==> config.mk <==
export PLATFORM = sky130hd
export DESIGN_NAME = lm70_spi_frame_reader
export DESIGN_NICKNAME = d
export VERILOG_FILES = /design/src/rtl/lm70_spi_frame_reader.sv
export SDC_FILE = /design/constraint.sdc
export NUM_CORES = 1
export LEC_CHECK = 0
export CORE_ASPECT_RATIO = 2
export CORE_UTILIZATION = 51
export DETAILED_ROUTE_END_ITERATION = 10
export PLACE_DENSITY = 0.74
export RECOVER_POWER = 50
export REMOVE_ABC_BUFFERS = 1
export SETUP_SLACK_MARGIN = 0.02
export SLEW_MARGIN = 10
export SYNTH_ARGS = -nofsm -noshare
export SYNTH_HDL_FRONTEND = slang
export SYNTH_SLANG_ARGS = --single-unit
==> constraint.sdc <==
create_clock -name SYSCLK -period 1.74 [get_ports SYSCLK]
set_input_delay 0.435 -clock SYSCLK [delete_from_list [all_inputs] [get_ports SYSCLK]]
set_output_delay 0.435 -clock SYSCLK [all_outputs]
set_load 0.02 [all_outputs]
==> src/rtl/lm70_spi_frame_reader.sv <==
// -----------------------------------------------------------------------------
// lm70_spi_frame_reader
//
// SPI master front end for the LM70 temperature sensor. It generates CS and
// SCK, shifts one frame in MSB-first, and turns the 11-bit two's complement
// temperature field (0.25 C per LSB) into a sign plus a whole-degree magnitude.
// The magnitude is clamped at 99 for the two-digit display path. A one-cycle
// TEMP_VALID strobe marks each update of RAW and TEMP_*.
//
// Parameters
//   CLK_DIV     SYSCLK cycles per SCK half-period (>= 1)
//   FRAME_BITS  SCK pulses per frame (16 for the LM70 format)
//   GAP_CYCLES  SYSCLK cycles spent in GAP with CS high between frames (>= 1)
//
// Ports
//   SYSCLK      in   system clock, rising edge
//   RSTN        in   asynchronous active-low reset
//   EN          in   1 = sample continuously, 0 = stop after the current frame
//   SIO         in   serial data from the sensor
//   CS          out  chip select, active-low
//   SCK         out  serial clock, idle low
//   BUSY        out  high whenever the sequencer is not idle
//   RAW         out  last complete frame, bit 15 = first bit received
//   TEMP_NEG    out  1 = temperature below zero
//   TEMP_MAG    out  |temperature| in whole degrees C, 0..99
//   TEMP_SAT    out  1 = magnitude exceeded 99 and was clamped
//   TEMP_VALID  out  one-cycle strobe, RAW/TEMP_* updated this cycle
// -----------------------------------------------------------------------------
module lm70_spi_frame_reader #(
    parameter int CLK_DIV    = 2,
    parameter int FRAME_BITS = 16,
    parameter int GAP_CYCLES = 1000
) (
    input  logic        SYSCLK,
    input  logic        RSTN,
    input  logic        EN,
    input  logic        SIO,
    output logic        CS,
    output logic        SCK,
    output logic        BUSY,
    output logic [15:0] RAW,
    output logic        TEMP_NEG,
    output logic [6:0]  TEMP_MAG,
    output logic        TEMP_SAT,
    output logic        TEMP_VALID
);

    localparam int RAW_W   = 16;
    // One shared phase counter times both the SCK half-periods and the gap.
    localparam int CNT_MAX = (GAP_CYCLES > CLK_DIV) ? GAP_CYCLES : CLK_DIV;
    localparam int CNT_W   = $clog2(CNT_MAX + 1);
    localparam int BIT_W   = $clog2(FRAME_BITS + 1);

    localparam logic [CNT_W-1:0] DIV_LAST = CNT_W'(CLK_DIV - 1);
    localparam logic [CNT_W-1:0] GAP_LAST = CNT_W'(GAP_CYCLES - 1);
    localparam logic [BIT_W-1:0] BITS_ALL = BIT_W'(FRAME_BITS);
    localparam logic [6:0]       MAG_MAX  = 7'd99;

    typedef enum logic [2:0] {
        S_IDLE,
        S_SETUP,
        S_SCK_LO,
        S_SCK_HI,
        S_HOLD,
        S_CONVERT,
        S_GAP
    } state_t;

    // -------------------------------------------------------------------------
    // Conversion helpers: clamp and sign rules for the display path
    // -------------------------------------------------------------------------
    function automatic logic f_sat_flag(input logic [11:0] m);
        return (m > 12'd99);
    endfunction

    function automatic logic [6:0] f_sat_mag(input logic [11:0] m);
        return (m > 12'd99) ? MAG_MAX : m[6:0];
    endfunction

    // A reading that truncates to zero degrees is shown as +0, never -0.
    function automatic logic f_sign(input logic s, input logic [11:0] m);
        return s & (m != 12'd0);
    endfunction

    // -------------------------------------------------------------------------
    // Registers and wires
    // -------------------------------------------------------------------------
    state_t             r_state;
    state_t             w_state_nxt;
    logic [CNT_W-1:0]   r_cnt;
    logic [CNT_W-1:0]   w_cnt_nxt;
    logic [BIT_W-1:0]   r_bitcnt;
    logic [RAW_W-1:0]   r_shift;

    logic               w_div_done;
    logic               w_shift_en;
    logic               w_bit_inc;
    logic               w_load;

    logic               r_cs;
    logic               r_sck;
    logic               r_busy;
    logic [RAW_W-1:0]   r_raw;
    logic               r_neg;
    logic [6:0]         r_mag;
    logic               r_sat;
    logic               r_valid;

    logic signed [10:0] w_r;
    logic signed [11:0] w_r_ext;
    logic signed [11:0] w_a;
    logic [11:0]        w_m;

    // -------------------------------------------------------------------------
    // Temperature conversion from the completed shift register
    // -------------------------------------------------------------------------
    assign w_r     = r_shift[15:5];
    // 12 bits so that negating -1024 yields +1024 instead of wrapping.
    assign w_r_ext = {w_r[10], w_r};
    assign w_a     = w_r[10] ? -w_r_ext : w_r_ext;
    // w_a is never negative here, so a logical shift truncates toward zero.
    assign w_m     = $unsigned(w_a) >> 2;

    // -------------------------------------------------------------------------
    // Sequencer next-state logic
    // -------------------------------------------------------------------------
    assign w_div_done = (r_cnt == DIV_LAST);

    always_comb begin
        w_state_nxt = r_state;
        w_cnt_nxt   = '0;
        w_shift_en  = 1'b0;
        w_bit_inc   = 1'b0;
        w_load      = 1'b0;

        case (r_state)
            S_IDLE: begin
                if (EN) begin
                    w_state_nxt = S_SETUP;
                end
            end

            S_SETUP: begin
                if (w_div_done) begin
                    w_state_nxt = S_SCK_HI;
                    w_shift_en  = 1'b1;
                end else begin
                    w_cnt_nxt = r_cnt + CNT_W'(1);
                end
            end

            S_SCK_HI: begin
                if (w_div_done) begin
                    w_state_nxt = S_SCK_LO;
                    w_bit_inc   = 1'b1;
                end else begin
                    w_cnt_nxt = r_cnt + CNT_W'(1);
                end
            end

            S_SCK_LO: begin
                if (w_div_done) begin
                    if (r_bitcnt < BITS_ALL) begin
                        w_state_nxt = S_SCK_HI;
                        w_shift_en  = 1'b1;
                    end else begin
                        w_state_nxt = S_HOLD;
                    end
                end else begin
                    w_cnt_nxt = r_cnt + CNT_W'(1);
                end
            end

            S_HOLD: begin
                if (w_div_done) begin
                    w_state_nxt = S_CONVERT;
                end else begin
                    w_cnt_nxt = r_cnt + CNT_W'(1);
                end
            end

            S_CONVERT: begin
                w_load      = 1'b1;
                w_state_nxt = S_GAP;
            end

            S_GAP: begin
                // EN is only looked at here, so a frame is never cut short
                // and a mid-gap EN change waits for the gap to finish.
                if (r_cnt == GAP_LAST) begin
                    w_state_nxt = EN ? S_SETUP : S_IDLE;
                end else begin
                    w_cnt_nxt = r_cnt + CNT_W'(1);
                end
            end

            default: begin
                w_state_nxt = S_IDLE;
            end
        endcase
    end

    // -------------------------------------------------------------------------
    // Sequencer state, phase counter and bit counter
    // -------------------------------------------------------------------------
    always_ff @(posedge SYSCLK or negedge RSTN) begin
        if (!RSTN) begin
            r_state  <= S_IDLE;
            r_cnt    <= '0;
            r_bitcnt <= '0;
        end else begin
            r_state <= w_state_nxt;
            r_cnt   <= w_cnt_nxt;
            if (w_state_nxt == S_SETUP) begin
                r_bitcnt <= '0;
            end else if (w_bit_inc) begin
                r_bitcnt <= r_bitcnt + BIT_W'(1);
            end
        end
    end

    // -------------------------------------------------------------------------
    // Serial pins and shift register
    // -------------------------------------------------------------------------
    // CS/SCK are registered from the next state so the pins change cleanly on
    // the clock edge; SIO is captured on the edge that raises SCK.
    always_ff @(posedge SYSCLK or negedge RSTN) begin
        if (!RSTN) begin
            r_cs    <= 1'b1;
            r_sck   <= 1'b0;
            r_busy  <= 1'b0;
            r_shift <= '0;
        end else begin
            r_cs   <= !(w_state_nxt inside {S_SETUP, S_SCK_HI, S_SCK_LO, S_HOLD});
            r_sck  <= (w_state_nxt == S_SCK_HI);
            r_busy <= (w_state_nxt != S_IDLE);
            if (w_shift_en) begin
                r_shift <= {r_shift[RAW_W-2:0], SIO};
            end
        end
    end

    // -------------------------------------------------------------------------
    // Result registers, loaded once per completed frame
    // -------------------------------------------------------------------------
    always_ff @(posedge SYSCLK or negedge RSTN) begin
        if (!RSTN) begin
            r_raw   <= '0;
            r_neg   <= 1'b0;
            r_mag   <= '0;
            r_sat   <= 1'b0;
            r_valid <= 1'b0;
        end else begin
            r_valid <= w_load;
            if (w_load) begin
                r_raw <= r_shift;
                r_neg <= f_sign(w_r[10], w_m);
                r_mag <= f_sat_mag(w_m);
                r_sat <= f_sat_flag(w_m);
            end
        end
    end

    assign CS         = r_cs;
    assign SCK        = r_sck;
    assign BUSY       = r_busy;
    assign RAW        = r_raw;
    assign TEMP_NEG   = r_neg;
    assign TEMP_MAG   = r_mag;
    assign TEMP_SAT   = r_sat;
    assign TEMP_VALID = r_valid;

endmodule
Yosys cells after proc, flatten, opt, wreduce, memory -nomap -nowiden:

Index checks and enable logic that the tools add are counted.

* bits in registers: 63
* latch bits: 0
* RAM bits: 0
* bits in read-only memories: 0
* input port bits: 4
* output and inout bits: 29
* word-level logic and storage cells: 59
* memories: 0

* $add $sub $neg: 3
* $mul: 0
* divide/modulo/power cells: 0
* $lt $le $gt $ge: 2
* eq/ne operators: 12
* shift operators: 0
* muxes and demuxes: 22
* bitwise operators: 1
* reduce and logical (&&, ||, !) cells: 7

Operators with widths (number)
* $mux W3: 7
* $pmux W3 S7: 1
* $mux W10: 2
* $pmux W10 S2: 1
* $eq A3 B2 Y1 const B: 4
* $eq A3 B3 Y1 const B: 4
* $mux W12: 1
* $neg A11 Y12: 1
* $reduce_bool A12 Y1: 1
* $add A10 B1 Y10 const B: 1
* $eq A10 B1 Y1 const B: 1
* $eq A10 B10 Y1 const B: 1
* $gt A10 B7 Y1 const B: 1
* $mux W5: 2
* $mux W7: 1
* $eq A3 B1 Y1 const B: 2
* $mux W1: 6
* $add A5 B1 Y5 const B: 1
* $lt A5 B5 Y1 const B: 1
* $reduce_bool A4 Y1: 1
* $reduce_or A4 Y1: 1
* $logic_not A3 Y1: 1
* $reduce_bool A3 Y1: 1
* $pmux W1 S2: 1
* other kinds (3): 3

Logic depth before layout (Yosys ltp):

Gate-level depths: netlist of run 1.

* depth after elaboration: 7
* gate-level depth with buffers: 8

Worst setup path after synthesis of run 1:

Ideal clock, no wire load.

* path kind: reg2reg
* start point: register r_cnt[1]
* end point: register r_shift[0]
* setup time: 125 ps
* arrival time: 1655 ps
* data required time: 1615 ps
* setup slack: -40 ps
* cell stages (with the launch flop): 9
* path buffers: 2
* period minus slack after synthesis: 1780 ps
* cell sequence: dfrtp_1 > inv_1 > ha_1 > nor4b_4 > and3_1 > buf_6 > nand2_4 > buf_12 > mux2_4

* cells in the longest elaborated chain, start to end: 3

RTL lines
* start: declaration: RTL line 90 `logic [CNT_W-1:0] r_cnt;`
* start signal: assignment: RTL line 213 `r_cnt <= w_cnt_nxt;`
* $eq A10 B1 Y1 *: RTL line 127 `assign w_div_done = (r_cnt == DIV_LAST);`
* $mux W1 (on tied branches): RTL line 162, 144
* $pmux W1 S2 *: RTL line 136 `case (r_state)`
* end signal: assignment: RTL line 238 `r_shift <= {r_shift[RAW_W-2:0], SIO};`
* end: declaration: RTL line 93 `logic [RAW_W-1:0] r_shift;`

Every way passes the cells marked *; elsewhere a longest branch is shown, timed or not.
A chain may end at the register's enable or synchronous reset.

Worst setup path after layout of run 1:

* start point: register r_cnt[0]
* end point: register r_bitcnt[2]

* cells in the longest elaborated chain, start to end: 5

RTL lines
* $eq A10 B10 Y1 or $eq A10 B1 Y1 (tied branches): RTL line 190, 127
* $mux W3 (on tied branches)
* $pmux W3 S7: RTL line 136
* $eq A3 B1 Y1: RTL line 214 `if (w_state_nxt == S_SETUP) begin`
* $mux W5 or $reduce_bool A2 Y1 (tied branches)
* end signal: assignment: RTL line 217 `r_bitcnt <= r_bitcnt + BIT_W'(1);`
* end: declaration: RTL line 92 `logic [BIT_W-1:0] r_bitcnt;`

Parallel ways exist; a longest one is shown, timed or not.

==> results of run 1 <==
## registers in the layout, summed over array words and instances (netlist names), 3 cells and up
name and count:
r_cnt 10, TEMP_MAG 7, r_state 3, RAW 16, r_shift 16, r_bitcnt 5
## where the power goes
| part | total, mW | internal (mW) | switching (mW) |
|---|---|---|---|
| clock | 1.75 | 1.16 | 0.591 |
| combinational | 0.105 | 0.0437 | 0.0612 |
| sequential | 1.50 | 1.48 | 0.0141 |
| total | 3.35 | 2.69 | 0.666 |
## cells by family after synthesis
kind of cell / synth area share [%]
AO/OA/AOI/OAI: 9.88
adder cells (fa/ha/maj): 1.23
buffers and inverters: 3.44
AND/OR/NAND/NOR: 21.4
XOR/XNOR: 4.88
flip-flops: 51.7
multiplexers: 7.46
## timing repair
| action | CTS | global route |
|---|---|---|
| setup buffers | 1 | 5 |
| gates cloned | 0 | 1 |
| endpoints found under the setup margin | 46 | 54 |
| pin swaps | 7 | 17 |
| resized for setup | 27 | 34 |
## cell usage after synthesis (2+ instances only)
master	number
a211oi_1	2
and3_1	3
clkbuf_1	10
nor3_1	2
nand4_1	5
mux2_2	6
o31ai_1	5
a21o_1	2
inv_1	4
buf_2	2
xnor2_1	7
ha_1	3
xor2_1	10
o21ai_0	10
a22oi_1	2
nand3_1	9
a31oi_1	3
and3b_1	2
nand2_1	65
mux2_4	10
buf_1	2
nand2b_1	3
o2111ai_1	2
and3_2	2
dfrtp_1	62
a21oi_1	6
nor2_1	31
and2_1	2
## cell type report
type                    count  area, um2  share of cell area [%]
multi-input cells         216       1520                    36.4
clock buffers              12        256                    6.17
clock inverters             1       30.0                   0.722
repair buffers             77        686                    16.5
flip-flops and latches     63       1580                    37.9
inverters                   5       18.8                   0.451
well taps                  61       76.3                    1.83
## per-stage QoR
stage / util, % / power [mW] / hold WS [ps] / cell area [um2] / TNS (ps)
floorplan: - / 1.56 / 139 / 2970 / -4280
global placement: 64.0 / 1.63 / 430 / 3680 / -71.2
detailed placement: 64.0 / 1.63 / 435 / 3680 / -1330
CTS: 70.0 / 3.37 / 82.9 / 4030 / 0
global route: 72.3 / 3.44 / 371 / 4160 / -2650
finish: 72.3 / 3.35 / 283 / 4160 / -212
## worst register-to-register path, stage by stage, from the launching register on
cell and delay (ps):
dfrtp_1 410, ha_1 210, nor4b_4 130, buf_4 160
a31oi_4 170, a22oi_2 120, buf_4 150, a21oi_4 240
nor2_1 80
## metal layers
| layer | wire, um | vias up |
|---|---|---|
| met2 | 4370 | 52 |
| met4 | 327 | 0 |
| met3 | 240 | 28 |
| met5 | 0 | - |
| met1 | 2610 | 1221 |
| li1 | - | 1167 |
## path summary, 6_finish.rpt
check,cells past startpoint,startpoint,end,slack (ps)
setup / recovery,8,r_cnt[0]$_DFF_PN0_,r_bitcnt[2]$_DFFE_PN0P_,-60
hold / removal,1,RSTN,TEMP_NEG$_DFFE_PN0N_,280
setup reg to reg,8,r_cnt[0]$_DFF_PN0_,r_bitcnt[2]$_DFFE_PN0P_,-60
hold reg to reg,2,TEMP_NEG$_DFFE_PN0N_,TEMP_NEG$_DFFE_PN0N_,460
max in group asynchronous,2,RSTN,r_shift[1]$_DFFE_PN0P_,300
min in group SYSCLK,2,TEMP_NEG$_DFFE_PN0N_,TEMP_NEG$_DFFE_PN0N_,460
==> flow_metrics.py, run 1 <==
metrics = {
    "route": {
        "drtAntennaViolNets": 0,
        "wl_mm": 7.55,
        "drc": 14,
        "via_per_inst": 5.67,
        "num_vias": 2468,
        "initialDrtViolationCount": 116,
        "first_pass_iters": 8,
        "post_drt_wl_per_cell_um": 17.4,
    },
    "power_and_ir_drop": {
        "p_leak_nw": 2.25,
        "max-vdd-ir-drop_mv": 0.626,
        "p_per_area_nw_per_um2": 806,
    },
    "timing": {
        "period_share_pct": 104,
        "rsz0062_at_grt": "true",
        "drv_slew": 0,
        "max_freq_mhz": 554,
        "tightest_slew_ps": 1080,
        "worst_slack_ps": -64.3,
        "fin_skew_ps": 5.59,
        "hold_violations": 0,
        "relSlewSlack_pct": 27.9,
        "min_period_ps": 1800,
        "setup_viol": 7,
    },
    "grt": {
        "antenna_found_initial": 0,
        "grt_remaining_overflow": 0,
        "grt_pass1_vias": 2538,
        "grt_pass1_wl_mm": 11.9,
        "met1_usage_pct": 24.7,
        "met2_usage_pct": 45.8,
        "track_usage_pct": 25.1,
        "grt.met3_usage_pct": 6.62,
        "grt_max_degree": 25,
        "busiest_layer": "met2",
    },
    "clock_network": {
        "cts_num_sinks": 63,
        "cts_hold_buf": 0,
        "cts.clk_slew.worst_paths_ps": 50,
        "cts_made_buffers": 9,
        "cts_root_buf": "clkbuf_16",
        "insertion_delay_ps": 330,
        "cts_tree": "yes",
        "cts_buffer_depth": 2,
        "htreeDepth": 3,
    },
    "worst_setup_path": {
        "crit_path_start_kind": "flip-flop",
        "criticalPathCategory": "flip-flop to flip-flop",
        "cp.required_ps": 1950,
        "cp_max_fo": 5,
        "cp-end-kind": "flip-flop",
        "cpMostUsedCell": "buf_4",
        "critPathTopFamily": "compound AO/OA/AOI/OAI gates",
        "critPathArrivalTime_ps": 2010,
        "crit_buf_inv": 2,
        "path_cells": "ha_1 -> nor4b_4 -> buf_4 -> a31oi_4 -> a22oi_2 -> buf_4 -> a21oi_4 -> nor2_1",
        "slowest_delay_ps": 410,
        "crit_slowest_cell": "dfrtp_1",
    },
    "yosys": {
        "ys_seq_area_share_pct": 51.7,
        "synth_edf_count": 0,
        "syn_area_per_cell_um2": 10.2,
        "synthCells": 299,
        "synth_top_area_cell": "dfrtp_1",
        "yosysWarnings": 0,
        "ys_async_sr_fraction_pct": 100,
        "synth_ff_type": "dfrtp_1",
        "synth.distinct_cells": 55,
        "netlist.area_leader.share_pct": 50.8,
        "syn_area_um2": 3050,
        "ys_ff_latch": 63,
        "synthTopCellsByArea": "dfrtp_1, nand2_1, mux2_4",
    },
    "run": {
        "max_cap_viol_count": 0,
    },
    "place": {
        "hpwl_mm": 4.97,
        "dp_cells": 416,
        "post-place-ws_ps": -99.2,
        "portBuffers": 32,
        "gp_congestion": 0.843,
    },
    "cells_and_area": {
        "areaGrowthSynthToFinish_pct": 36.3,
        "final_cell_mix": "nand2_1, dfrtp_1, buf_4",
        "nFillCells": 414,
        "drive_gt1_share_pct": 28.9,
        "final_common_cell": "nand2_1",
        "diodes": 0,
        "final_cell_count_no_fill": 435,
        "finalNetCount": 379,
    },
    "die": {
        "die_area_um2": 6320,
        "core_um2": 5760,
        "fp.dieH_um": 111,
        "ios": 33,
        "fp-row-count": 39,
        "initial_utilization_pct": 53.0,
        "die_x_um": 56.7,
    },
    "outcome": {
        "violations": "design-rule violations, negative setup slack",
        "status": "finished with violations",
    },
    "worst_hold_path": {
        "hold_class": "primary input to asynchronous set/reset pin",
    },
}
No activity file was read; power rests on OpenSTA's default activity.
==> run 2: changes to the inputs <==
- CORE_UTILIZATION: 51 -> 45
- PLACE_DENSITY: 0.74 -> 0.66
==> run 2 against run 1 <==
The flow finishes with violations (negative setup slack). Combinational power shrank 6%. Register-to-register slack lost 20 ps. Clock skew grew 2.7 ps. Maximum frequency shrank 0.89%. Worst setup slack lost 16 ps. Final area grew 2.8%. Count of clock-buffer cells in the layout shrank 1. Die area grew 13%. Sequential share of layout area shrank 0.99 points. Clock power grew 7%. Critical path type unchanged. Highest routed layer unchanged.
==> flow_metrics.py, run 2 (synthesis results as in run 1) <==
metrics = {
    "outcome": {
        "status": "finished with violations",
        "violations": "negative setup slack",
    },
    "grt": {
        "grt_max_degree": 64,
        "track_usage_pct": 21.9,
        "grt_remaining_overflow": 0,
        "grt_pass1_vias": 2496,
        "antenna_found_initial": 0,
        "grt_pass1_wl_mm": 11.3,
    },
    "die": {
        "die_x_um": 60.2,
        "ios": 33,
        "die_area_um2": 7130,
        "fp-row-count": 42,
        "initial_utilization_pct": 46.5,
        "core_um2": 6570,
        "fp.dieH_um": 118,
    },
    "timing": {
        "min_period_ps": 1820,
        "rsz0062_at_grt": "true",
        "relSlewSlack_pct": 7.79,
        "worst_slack_ps": -80.6,
        "drv_slew": 0,
        "setup_viol": 27,
        "period_share_pct": 105,
        "fin_skew_ps": 8.26,
        "fin_tns_setup_ps": -1090,
        "max_freq_mhz": 549,
        "hold_violations": 0,
        "tightest_slew_ps": 1380,
    },
    "place": {
        "dp_cells": 441,
        "gp_congestion": 0.831,
        "hpwl_mm": 4.82,
        "post-place-ws_ps": -113,
        "portBuffers": 32,
    },
    "route": {
        "drtAntennaViolNets": 0,
        "via_per_inst": 5.26,
        "drc": 0,
        "post_drt_wl_per_cell_um": 15.5,
        "wl_mm": 7.22,
        "initialDrtViolationCount": 82,
        "num_vias": 2456,
        "first_pass_iters": 4,
    },
    "worst_hold_path": {
        "hold_class": "flip-flop to flip-flop",
    },
    "worst_setup_path": {
        "criticalPathCategory": "flip-flop to flip-flop",
        "slowest_delay_ps": 400,
        "critPathTopFamily": "simple AND/OR/NAND/NOR gates",
        "cp_max_fo": 5,
        "crit_buf_inv": 2,
        "cpMostUsedCell": "buf_6",
        "crit_path_start_kind": "flip-flop",
        "critPathArrivalTime_ps": 2030,
        "r2r_setup_slack_ps": -80,
        "path_cells": "ha_1 -> nor4b_4 -> buf_6 -> and3_4 -> buf_6 -> nand2_2 -> o21ai_2 -> a222oi_1",
        "cp-end-kind": "flip-flop",
        "cp.required_ps": 1950,
        "crit_slowest_cell": "dfrtp_1",
    },
    "clock_network": {
        "insertion_delay_ps": 330,
        "cts_buffer_depth": 2,
        "cts_num_sinks": 63,
        "cts_hold_buf": 0,
        "cts_made_buffers": 9,
        "cts.clk_slew.worst_paths_ps": 50,
        "htreeDepth": 3,
        "cts_root_buf": "clkbuf_16",
        "cts_tree": "yes",
    },
    "cells_and_area": {
        "final_cell_count_no_fill": 467,
        "diodes": 0,
        "areaGrowthSynthToFinish_pct": 40.1,
        "drive_gt1_share_pct": 31.4,
        "nFillCells": 522,
        "final_cell_mix": "nand2_1, dfrtp_1, buf_4",
        "finalNetCount": 382,
        "final_common_cell": "nand2_1",
    },
    "power_and_ir_drop": {
        "p_leak_nw": 2.27,
        "max-vdd-ir-drop_mv": 0.627,
        "p_per_area_nw_per_um2": 814,
    },
    "run": {
        "max_cap_viol_count": 0,
    },
}
==> run 2: report_power, final <==
part,switching [mW],internal (mW)
registers,0.0134,1.48
logic,0.0563,0.0423
clock network,0.608,1.28
total,0.677,2.80
==> run 2: routing by layer <==
| layer | GRT usage, % | share of wire [%] | up-vias |
|---|---|---|---|
| met2 | 38.5 | 58 | 61 |
| met3 | 6.02 | 3.4 | 28 |
| met1 | 20.9 | 35 | 1192 |
| li1 | - | - | 1175 |
| met5 | 0 | 0 | - |
| met4 | 13.4 | 4.1 | 0 |
==> run 2: final cells by class <==
cell class              instances  area [um2]  area share (%)
clock buffers                  11         243            5.68
flip-flops and latches         63        1580            36.9
repair buffers                 81         724            16.9
clock inverters                 4        70.1            1.64
inverters                       5        18.8           0.439
multi-input cells             215        1530            35.8
well taps                      88         110            2.58
==> run 2: path summary, 6_finish.rpt <==
check                                           to  depth (start not counted)                  from
max reg2reg                   r_state[1]$_DFF_PN0_                          8    r_cnt[0]$_DFF_PN0_
max                           r_state[1]$_DFF_PN0_                          8    r_cnt[0]$_DFF_PN0_
min reg2reg                   TEMP_NEG$_DFFE_PN0N_                          2  TEMP_NEG$_DFFE_PN0N_
max in group asynchronous       r_cnt[7]$_DFF_PN0_                          2                  RSTN
min in group asynchronous  TEMP_MAG[3]$_DFFE_PN0N_                          2                  RSTN
min                           TEMP_NEG$_DFFE_PN0N_                          2  TEMP_NEG$_DFFE_PN0N_
==> run 2: what timing repair did <==
action / in CTS / in global routing
cloned: 0 / 1
endpoints found under the setup margin: 53 / 52
resized for setup: 30 / 39
buffers inserted: 4 / 6
pin swaps: 5 / 11
==> run 2: stage by stage <==
step	utilization [%]	hold WS [ps]	instance area [um2]	power, mW
CTS	62.3	122	4090	3.52
global route	65.1	488	4280	3.58
global placement	56.3	454	3700	1.62
detailed placement	56.3	461	3700	1.62
finish	65.1	462	4280	3.48
floorplan	-	139	2970	1.56
==> run 2: tightest hold or removal path, delay by kind of cell, from the launching register on <==
kind / cells / cell delay, ps
flops: 1 / 340
simple gates: 2 / 100
==> run 3: changes to the inputs <==
- CORE_UTILIZATION: 45 -> 51
- PLACE_DENSITY: 0.66 -> 0.74
==> results of run 3 <==
Same layout as run 1: the final DEF is identical, and so are final timing and power.
